### src/rtl/mem_port_arbiter.sv
// Arbitrates the shared memory bus between fetch (F, read-only) and mem stage (M, load/store).
// M has priority, bounded by an F starvation counter; a watchdog aborts transactions that never ack.
module mem_port_arbiter #(
  parameter int XLEN       = 32,
  parameter int MAX_F_WAIT = 4,
  parameter int TIMEOUT    = 64
) (
  input  logic              i_clk,
  input  logic              i_reset_n,
  input  logic              i_f_req,
  input  logic [XLEN-1:0]   i_f_addr,
  output logic [XLEN-1:0]   o_f_rdata,
  output logic              o_f_done,
  input  logic              i_m_req,
  input  logic              i_m_we,
  input  logic [XLEN-1:0]   i_m_addr,
  input  logic [XLEN-1:0]   i_m_wdata,
  input  logic [XLEN/8-1:0] i_m_be,
  output logic [XLEN-1:0]   o_m_rdata,
  output logic              o_m_done,
  output logic              o_err,
  output logic              o_bus_req,
  output logic              o_bus_we,
  output logic [XLEN-1:0]   o_bus_addr,
  output logic [XLEN-1:0]   o_bus_wdata,
  output logic [XLEN/8-1:0] o_bus_be,
  input  logic              i_bus_ack,
  input  logic [XLEN-1:0]   i_bus_rdata,
  output logic              o_busy
);

  localparam int FW   = $clog2(MAX_F_WAIT + 1);
  localparam int TW   = (TIMEOUT > 1) ? $clog2(TIMEOUT) : 1;
  localparam int TLIM = (TIMEOUT > 0) ? TIMEOUT - 1 : 0;

  typedef enum logic [1:0] {IDLE, BUS_F, BUS_M, DONE} state_t;

  state_t        state, state_n;
  logic [FW-1:0] f_wait;
  logic [TW-1:0] tcnt;
  logic          grant_f, grant_m, wd_fire, f_forced;

  // tcnt holds the number of bus cycles already elapsed before this one
  assign wd_fire  = (TIMEOUT > 0) && (tcnt == TW'(TLIM));
  assign f_forced = (f_wait == FW'(MAX_F_WAIT));

  always_comb begin
    state_n = state;
    grant_f = 1'b0;
    grant_m = 1'b0;
    case (state)
      IDLE: begin
        if (i_f_req && (!i_m_req || f_forced)) grant_f = 1'b1;
        else if (i_m_req)                      grant_m = 1'b1;
        if (grant_f)      state_n = BUS_F;
        else if (grant_m) state_n = BUS_M;
      end
      BUS_F, BUS_M: if (i_bus_ack || wd_fire) state_n = DONE;
      default:      state_n = IDLE;
    endcase
  end

  always_ff @(posedge i_clk or negedge i_reset_n) begin
    if (!i_reset_n) begin
      state       <= IDLE;
      f_wait      <= '0;
      tcnt        <= '0;
      o_f_rdata   <= '0;
      o_f_done    <= 1'b0;
      o_m_rdata   <= '0;
      o_m_done    <= 1'b0;
      o_err       <= 1'b0;
      o_bus_req   <= 1'b0;
      o_bus_we    <= 1'b0;
      o_bus_addr  <= '0;
      o_bus_wdata <= '0;
      o_bus_be    <= '0;
      o_busy      <= 1'b0;
    end else begin
      state    <= state_n;
      o_busy   <= (state_n != IDLE);
      o_f_done <= 1'b0;
      o_m_done <= 1'b0;
      o_err    <= 1'b0;
      case (state)
        IDLE: begin
          tcnt <= '0;
          if (grant_f) begin
            f_wait      <= '0;
            o_bus_req   <= 1'b1;
            o_bus_we    <= 1'b0;
            o_bus_addr  <= i_f_addr;
            o_bus_wdata <= '0;
            o_bus_be    <= '1;
          end else if (grant_m) begin
            if (i_f_req && !f_forced) f_wait <= f_wait + 1'b1;
            o_bus_req   <= 1'b1;
            o_bus_we    <= i_m_we;
            o_bus_addr  <= i_m_addr;
            o_bus_wdata <= i_m_wdata;
            o_bus_be    <= i_m_be;
          end
        end
        BUS_F, BUS_M: begin
          if (i_bus_ack || wd_fire) begin
            // ack beats a simultaneous watchdog expiry
            o_bus_req <= 1'b0;
            o_err     <= !i_bus_ack;
            if (state == BUS_F) begin
              o_f_done  <= 1'b1;
              o_f_rdata <= i_bus_ack ? i_bus_rdata : '0;
            end else begin
              o_m_done  <= 1'b1;
              o_m_rdata <= (i_bus_ack && !o_bus_we) ? i_bus_rdata : '0;
            end
          end else begin
            tcnt <= tcnt + 1'b1;
          end
        end
        default: ;
      endcase
    end
  end

endmodule

### config.mk
export PLATFORM = sky130hd
export DESIGN_NAME = mem_port_arbiter
export DESIGN_NICKNAME = d
export VERILOG_FILES = /design/src/rtl/mem_port_arbiter.sv
export SDC_FILE = /design/constraint.sdc
export NUM_CORES = 1
export LEC_CHECK = 0
export ABC_AREA = 1
export BUFFER_PORTS_ARGS = -buffer_cell sky130_fd_sc_hd__buf_4
export CAP_MARGIN = 20
export CORE_UTILIZATION = 50
export CTS_CLUSTER_SIZE = 16
export DETAILED_ROUTE_END_ITERATION = 16
export PLACE_DENSITY = 0.86
export SLEW_MARGIN = 25
export SYNTH_ARGS = -nofsm -noshare
export SYNTH_HDL_FRONTEND = slang
export SYNTH_SLANG_ARGS = --single-unit
### constraint.sdc
create_clock -name i_clk -period 3.2 [get_ports i_clk]
set_input_delay 0.64 -clock i_clk [delete_from_list [all_inputs] [get_ports i_clk]]
set_output_delay 0.64 -clock i_clk [all_outputs]
set_load 0.05 [all_outputs]
==> results of run 1 <==
-- area by class of cell --
type | instances | area share [%]
Sequential cell | 149 | 40.5
Multi-Input combinational cell | 512 | 25.3
Timing Repair Buffer | 288 | 23.8
Clock buffer | 28 | 5.50
Inverter | 57 | 2.38
Tap cell | 172 | 2.34
Clock inverter | 4 | 0.217
-- metal layers --
layer  global-route usage, %  vias up  wire length (um)
met2                    50.2      256              9790
li1                        -     2969                 -
met1                    32.6     2979              7200
met5                       0        -                 0
met3                    9.88       37              1800
met4                    12.6        0               497
-- power groups by stage --
stage               logic (mW)  registers, mW  clock network [mW]
global placement          6.39           3.20                   0
floorplan                 1.65           5.97                   0
global route              6.91           3.32                1.88
CTS                       6.52           3.22                1.80
detailed placement        6.50           3.23                   0
finish                    6.49           3.23                1.78
-- cells in the mapped netlist, drive strengths merged --
cell type	instances
dfrtp	149
a21oi	6
nand2	228
o21ai	109
o21bai	1
buf	17
inv	56
ha	6
or2	2
clkbuf	28
a21boi	1
nor3	1
nor2	55
clkinv	1
nor3b	1
xor2	1
nand3	101
-- worst reg2reg max path: cells and delay by family, from the launching register on --
| family | cells | cell delay (ns) |
|---|---|---|
| buf+inv | 3 | 0.82 |
| simple gates | 3 | 0.44 |
| flops | 1 | 0.41 |
| fa+ha+maj | 1 | 0.29 |
-- cells by family (layout without fill, tap and decap cells) --
| family | count (synthesis) | count (layout) | synth area share [%] |
|---|---|---|---|
| and+or+nand+nor | 388 | 388 | 25.2 |
| DFF | 149 | 149 | 57.5 |
| AOI/OAI and AO/OA | 117 | 117 | 9.34 |
| buffers and inverters | 102 | 377 | 6.66 |
| adders and majority gates | 6 | 6 | 1.16 |
| xor gates and xnor gates | 1 | 1 | 0.135 |
-- path summary, 6_finish.rpt --
path	start	cells after the start	to
worst min-delay path	i_reset_n	1	o_bus_addr[24]
worst max register to register	state[1]	7	o_bus_addr[1]
worst max-delay path	state[1]	7	o_bus_addr[1]
max in group asynchronous	i_reset_n	2	o_m_rdata[27]
min in group i_clk	i_f_addr[9]	3	o_bus_addr[9]
worst min register to register	o_bus_wdata[25]	2	o_bus_wdata[25]
-- registers in the layout, summed over array words and instances, names as in the netlist --
| signal | cells |
|---|---|
| o_bus_addr | 32 |
| o_bus_wdata | 32 |
| o_f_rdata | 32 |
| o_m_rdata | 32 |
| tcnt | 6 |
| o_bus_be | 4 |
| f_wait | 3 |
| state | 2 |
| o_bus_req | 1 |
| o_bus_we | 1 |
| o_busy | 1 |
| o_err | 1 |
| o_f_done | 1 |
| o_m_done | 1 |
-- metrics by stage --
stage               area, um^2  power [mW]
detailed placement        8680        9.73
CTS                       9210        11.5
floorplan                 6480        7.62
global placement          8680        9.59
global route              9210        12.1
finish                    9210        11.5
==> reports/metrics.cfg, run 1 <==
[cts]
root_buffer=clkbuf_16
clk_pin_slew_worst_paths_ns=0.06
clk_latency_ns=0.42
cts_resized=0
htree_levels=4
ctsHoldBuffers=0
numClockSinks=149
tritoncts=yes
cts_setup_buffers=0
cts_max_path_buffers=2
cts_made_buffers=17

[detailed_routing]
wl_per_cell_um=15.9
drtPass1Iterations=5
routed_wl_mm=19.3
drtAntennaViolNets=0
via_per_inst=5.16
drc=0
drtIter0Drc=445
vias=6241

[final_layout]
final_cell_count_no_fill=1210
fin_util_pct=73.0
nets=1169
seqCellArea_um2=3730
multi_input_area_um2=2330
fill_cells=963
area_growth_pct=42.2
final_cell_mix=buf_4 (285), nand2_1 (225), dfrtp_1 (149)
diodes=0
final_layout_size_suffix_gt1_share_pct=31.9
final_common_cell=buf_4

[place]
post-place-ws_ns=0.948
finalWeightedCongestion=0.789
io_buffers=275
place_inst=1178
dpl.hpwl_mm=13.4

[timing]
slew_viol_final=0
rsz0062_at_grt=false
period_needed_ns=2.03
timing.fmax_mhz=492
worstMarginPinSlew_ns=0.748
relSlewSlack_pct=49.9
fin_skew_ns=0.00712
finalHoldViolCount=0
whs_ns=0.169
finalCritPeriodShare_pct=63.5
tns_ns=0
setup_ws_ns=1.17
setup_viol=0

[logic_synthesis]
ys_seq_elements=149
avgSynthCellArea_um2=8.49
synthCells=763
netlist_top_cells_area=dfrtp_1 (58%), nand2_1 (13%), o21ai_0 (8.0%), nand3_1 (7.7%), inv_1 (3.1%)
yosysSeqAreaShare_pct=57.5
synth_top_area_share_pct=57.5
yosys_warnings=0
synth_nets=907
synth_cell_types=30
yosysTopAreaCell=dfrtp_1
syn_area_um2=6480

[power]
vdd_drop_max_uv=669
p_leak_nw=5.04
p_clk_share_pct=15.5
p_switching_mw=5.90
pwr-share-comb_pct=56.5
p_int_mw=5.59
p_sw_share_pct=51.3
share_seq_of_total_power_pct=28.1
power.density_nw_per_um2=1250

[grt]
grt_pass1_vias=5936
grt_pass1_wl_mm=29.6
grtUsageTotal_pct=29.0
grt_overflow=0
antenna_found_initial=0
grt_max_degree=67

[critical_path]
critPathMaxStageDelay_ns=0.41
worst-setup-path-type=reg2reg
path_delay_family=buffers and inverters
r2r_slack_ns=1.17
crit_fanout=28
cp.required_ns=3.54
crit_path_end_kind=flop
cpMostUsedCell=nand3_1
slowest_stage=dfrtp_1
crit_chain=inv_1 > ha_1 > nand2_1 > inv_2 > buf_4 > nand3_1 > nand3_1
cp.arrival_ns=2.37
start_kind=flop
critPathBufInv=3

[floorplan]
die_y_um=116
die-area_um2=13400
rows=41
initial_core_util_pct=51.4
die_width_um=116
io-pin-count=276
core_area_um2=12600

[flow_run]
max_cap_violations=0

[hold_path]
hold_path_class=in2async

[status]
status=completed

Note: power is estimated with default switching activity, not from simulation.
==> inputs of run 2 (changes only) <==
- CORE_UTILIZATION: 50 -> 48
- PLACE_DENSITY: 0.86 -> 0.83
- clock period: 3.2 -> 2.05 ns (I/O delays scaled with it)
==> run 2 against run 1 <==
  * Non-clock buffer count increased by 4
  * Total power rose by 60%
  * Final cell count increased by 0.66%
  * Clock-buffer cell count is 7 lower
  * Maximum frequency up 9.9%
  * Worst hold slack gained 0.050 ns
  * Sequential cell count stayed put
  * Sequential share of layout area fell by 0.59 points
  * Critical path depth rose by 2
  * Cell area increased by 1.5%
  * Critical endpoint is now tcnt[2]
  * Largest power group unchanged
==> reports/metrics.cfg, run 2 (synthesis gave the netlist of run 1 again) <==
[status]
status=completed

[floorplan]
die_y_um=118
die_width_um=118
rows=42
initial_core_util_pct=49.1
io-pin-count=276
core_area_um2=13200
die-area_um2=14000

[timing]
setup_viol=0
rsz0062_at_grt=false
fin_skew_ns=0.00846
slew_viol_final=0
period_needed_ns=1.85
relSlewSlack_pct=64.1
setup_ws_ns=0.201
worstMarginPinSlew_ns=0.538
timing.fmax_mhz=541
finalCritPeriodShare_pct=90.2
finalHoldViolCount=0
whs_ns=0.220

[cts]
clk_pin_slew_worst_paths_ns=0.06
cts_max_path_buffers=2
htree_levels=4
cts_made_buffers=17
root_buffer=clkbuf_16
tritoncts=yes
clk_latency_ns=0.41
numClockSinks=149

[detailed_routing]
drtAntennaViolNets=0
via_per_inst=5.10
routed_wl_mm=19.5
wl_per_cell_um=16.0
drtPass1Iterations=5
drtIter0Drc=514
drc=0
vias=6207

[place]
place_inst=1185
dpl.hpwl_mm=13.4
finalWeightedCongestion=0.851
io_buffers=275
post-place-ws_ns=-0.0255

[critical_path]
worst-setup-path-type=reg2reg
cp.required_ns=2.35
crit_path_end_kind=flop
cp.arrival_ns=2.15
crit_fanout=6
start_kind=flop

[final_layout]
seqCellArea_um2=3730
final_cell_count_no_fill=1218
final_layout_size_suffix_gt1_share_pct=32.4
multi_input_area_um2=2330
final_cell_mix=buf_4 (286), nand2_1 (226), dfrtp_1 (149)
nets=1173
diodes=0
area_growth_pct=44.3
fill_cells=1040
final_common_cell=buf_4

[grt]
grtUsageTotal_pct=28.5
grt_pass1_wl_mm=31.3
antenna_found_initial=0
grt_overflow=0
grt_max_degree=65
grt_pass1_vias=6077

[flow_run]
max_cap_violations=0

[power]
power.density_nw_per_um2=1960
total_power_mw=18.4
p_leak_nw=5.08
vdd_drop_max_uv=1120

[hold_path]
hold_path_class=in2reg

-- run 2: cell types whose count changed in the layout (fill, tap and decap cells not counted), sizes merged --
cell         previous run  this run
clkinvlp                0         5
clkbuf                 28        21
inv                    56        58
dlygate4sd3             0         1
clkinv                  5         2
bufinv                  0         3
buf                   288       291
-- run 2: timing repair --
action / in CTS / in global routing
resized for setup: 1 / 0
setup endpoints to repair: 8 / 0
hold buffers: 1 / 0
endpoints found under the hold margin: 45 / 0
setup buffers: 0 / 0
-- run 2: final cells by class --
cell class / instances / area share (%)
Sequential cell: 149 / 39.9
Tap cell: 176 / 2.36
Timing Repair Buffer: 292 / 24.0
Multi-Input combinational cell: 512 / 25.0
Clock buffer: 21 / 4.82
Clock inverter: 11 / 1.61
Inverter: 57 / 2.34
-- run 2: worst paths after layout --
path / start / endpoint / cells past startpoint / slack [ns]
max reg2reg: state[1] / tcnt[2] / 9 / 0.20
min in group asynchronous: i_reset_n / o_bus_addr[21] / 2 / 0.53
min: i_f_addr[29] / o_bus_addr[29] / 3 / 0.22
max: state[1] / tcnt[2] / 9 / 0.20
max in group asynchronous: i_reset_n / o_m_rdata[13] / 3 / 0.91
min reg2reg: o_bus_req / o_bus_req / 2 / 0.48
-- run 2: power by group --
| part | internal (mW) | total [mW] | leakage (nW) | switching, mW |
|---|---|---|---|---|
| Combinational | 2.81 | 10.2 | 2.90 | 7.36 |
| Clock | 1.95 | 3.18 | 0.276 | 1.22 |
| Sequential | 4.28 | 5.02 | 1.90 | 0.740 |
| Total | 9.04 | 18.4 | 5.08 | 9.32 |
-- run 2: worst max-delay path, stage by stage, from the launching register on --
cell and delay, ns:
dfrtp_1 0.39, inv_1 0.09, ha_1 0.37, inv_2 0.14, or2_1 0.16, nor2_2 0.08, nor2_2 0.23, clkinv_4 0.13
nand2_1 0.10, o21ai_2 0.05
-- run 2: per-stage QoR --
step                      TNS, ns  cell area (um^2)  util [%]
after floorplan                 0              6480         -
after global placement          0              8740      66.2
after detailed placement   -0.113              8740      66.2
after CTS                       0              9350      70.9
after global routing            0              9350      70.9
final                           0              9350      70.9
-- run 2: routing by layer --
layer  wire, um  GRT usage (%)
met3       1800           8.25
met5          0              0
met4        486           10.4
met2       9680           48.2
met1       7580           34.7
==> inputs of run 3 (changes only) <==
- PLACE_DENSITY: 0.83 -> 0.91
==> run 3 against run 2 <==
  * Total power down 0.32%
  * Register-to-register slack about the same
  * Sequential power about the same
  * Non-clock buffer count up 3
  * First-iteration DRC count down 8.2%
  * Routed wire length up 1.9%
  * Die area unchanged
==> reports/metrics.cfg, run 3 (synthesis gave the netlist of run 1 again) <==
[detailed_routing]
drtAntennaViolNets=0
routed_wl_mm=19.9
drtPass1Iterations=5
vias=6387
via_per_inst=5.23
drtIter0Drc=472
drc=0
wl_per_cell_um=16.3

[grt]
gr-usage-met3_pct=9.75
use_met2_pct=50.2
use_met1_pct=33.9
grtUsageTotal_pct=29.2
grt_max_degree=53
grt_overflow=0
grt_pass1_vias=6214
grt_pass1_wl_mm=31.9
grt-busiest-layer=met2
antenna_found_initial=0

[critical_path]
r2r_slack_ns=0.21
start_kind=flop
crit_chain=inv_1 > ha_1 > inv_2 > or2_1 > nor2_2 > nor2_2 > clkinv_4 > nand2_1 > o21ai_2
reg2reg_from=state[0]
reg2reg_to=tcnt[2]
crit_path_end_kind=flop
critPathMaxStageDelay_ns=0.41
worst-setup-path-type=reg2reg
cpMostUsedCell=nor2_2
critPathLaunch=state[0]
crit_fanout=6
slowest_stage=dfrtp_1
reg2regPathDepth=9
cp.required_ns=2.36
cp.arrival_ns=2.14

[cts]
cts_made_buffers=17
clk_latency_ns=0.42
clk_pin_slew_worst_paths_ns=0.06
root_buffer=clkbuf_16
cts_max_path_buffers=2
cts_setup_buffers=0
htree_levels=4
numClockSinks=149
tritoncts=yes

[final_layout]
area_growth_pct=44.4
diodes=0
final_common_cell=buf_4
seqCellArea_um2=3730
fin_util_pct=70.9
final_layout_size_suffix_gt1_share_pct=32.7
multi_input_area_um2=2330
final_cell_mix=buf_4 (288), nand2_1 (226), dfrtp_1 (149)
nets=1176
fill_cells=971

[timing]
slew_viol_final=0
relSlewSlack_pct=56.2
setup_ws_ns=0.213
tns_ns=0
worstMarginPinSlew_ns=0.654
setup_viol=0
rsz0062_at_grt=false
period_needed_ns=1.84
fin_skew_ns=0.00848
finalCritPeriodShare_pct=89.6
finalHoldViolCount=0
timing.fmax_mhz=544

[floorplan]
die-area_um2=14000
initial_core_util_pct=49.1
io-pin-count=276
die_y_um=118
core_area_um2=13200
die_width_um=118
rows=42

[hold_path]
worstHoldStart=i_f_addr[28]
whs_path_depth=3
hold_path_class=in2reg
min_to=o_bus_addr[28]

[status]
status=completed

[flow_run]
max_cap_violations=0

[power]
vdd_drop_max_uv=1140
power.density_nw_per_um2=1960
p_leak_nw=5.11
total_power_mw=18.3

[place]
io_buffers=275
finalWeightedCongestion=0.837
dpl.hpwl_mm=13.9
post-place-ws_ns=0.269

[run 3: changes by cell type in the layout (fill, tap and decap cells not counted), sizes merged]
cell      change
clkinv        +8
clkinvlp      -4
bufinv        -1
clkbuf        -2
buf           +3
inv           -1
[run 3: what timing repair did]
| action | CTS | global route |
|---|---|---|
| hold endpoints to repair | 48 | 0 |
| hold buffers | 1 | 0 |
| endpoints found under the setup margin | 0 | 0 |
| gates resized for setup | 0 | 0 |
[run 3: per-stage QoR]
stage	hold slack, ns	cells	cell area [um^2]
after floorplan	0.114	763	6480
after global placement	0.400	1188	8770
after detailed placement	0.399	1188	8770
after CTS	0.194	1221	9360
after global routing	0.202	1221	9360
final	0.201	1221	9360
[run 3: how the worst max path moves through the flow]
| stage | endpoint | slack [ns] | depth (start not counted) |
|---|---|---|---|
| 6_report | tcnt[2] | 0.21 | 9 |
| 5_1_grt | tcnt[3] | 0.11 | 9 |
| 4_1_cts | tcnt[2] | 0.22 | 9 |
| 3_5_place_dp | tcnt[2] | 0.27 | 9 |
| 3_3_place_gp | tcnt[3] | 0.33 | 9 |
| 2_1_floorplan | tcnt[3] | 0.44 | 9 |
[run 3: area by class of cell]
cell class                      instances  share of cell area [%]
Tap cell                              176                    2.35
Timing Repair Buffer                  295                    24.4
Multi-Input combinational cell        512                    24.9
Sequential cell                       149                    39.8
Clock buffer                           19                    4.73
Inverter                               57                    2.34
Clock inverter                         13                    1.42
[run 3: critical path: cells and delay by family, from the launching register on]
| family | cells | cell delay [ns] |
|---|---|---|
| compound gates | 1 | 0.05 |
| fa+ha+maj | 1 | 0.39 |
| buf+inv | 3 | 0.33 |
| flops | 1 | 0.41 |
| simple gates | 4 | 0.53 |
[run 3: where the power goes]
part / internal (mW) / leakage, nW / total (mW) / switching (mW)
sequential: 4.28 / 1.90 / 5.05 / 0.768
combinational: 2.85 / 2.92 / 10.2 / 7.37
clock: 1.82 / 0.287 / 3.04 / 1.22
[run 3: metal layers]
| layer | wire, um | vias to the layer above | part of all wire [%] |
|---|---|---|---|
| li1 | - | 2973 | - |
| met1 | 7450 | 3053 | 37 |
| met2 | 10000 | 317 | 50 |
| met3 | 1800 | 44 | 9.1 |
| met4 | 610 | 0 | 3.1 |
| met5 | 0 | - | 0 |
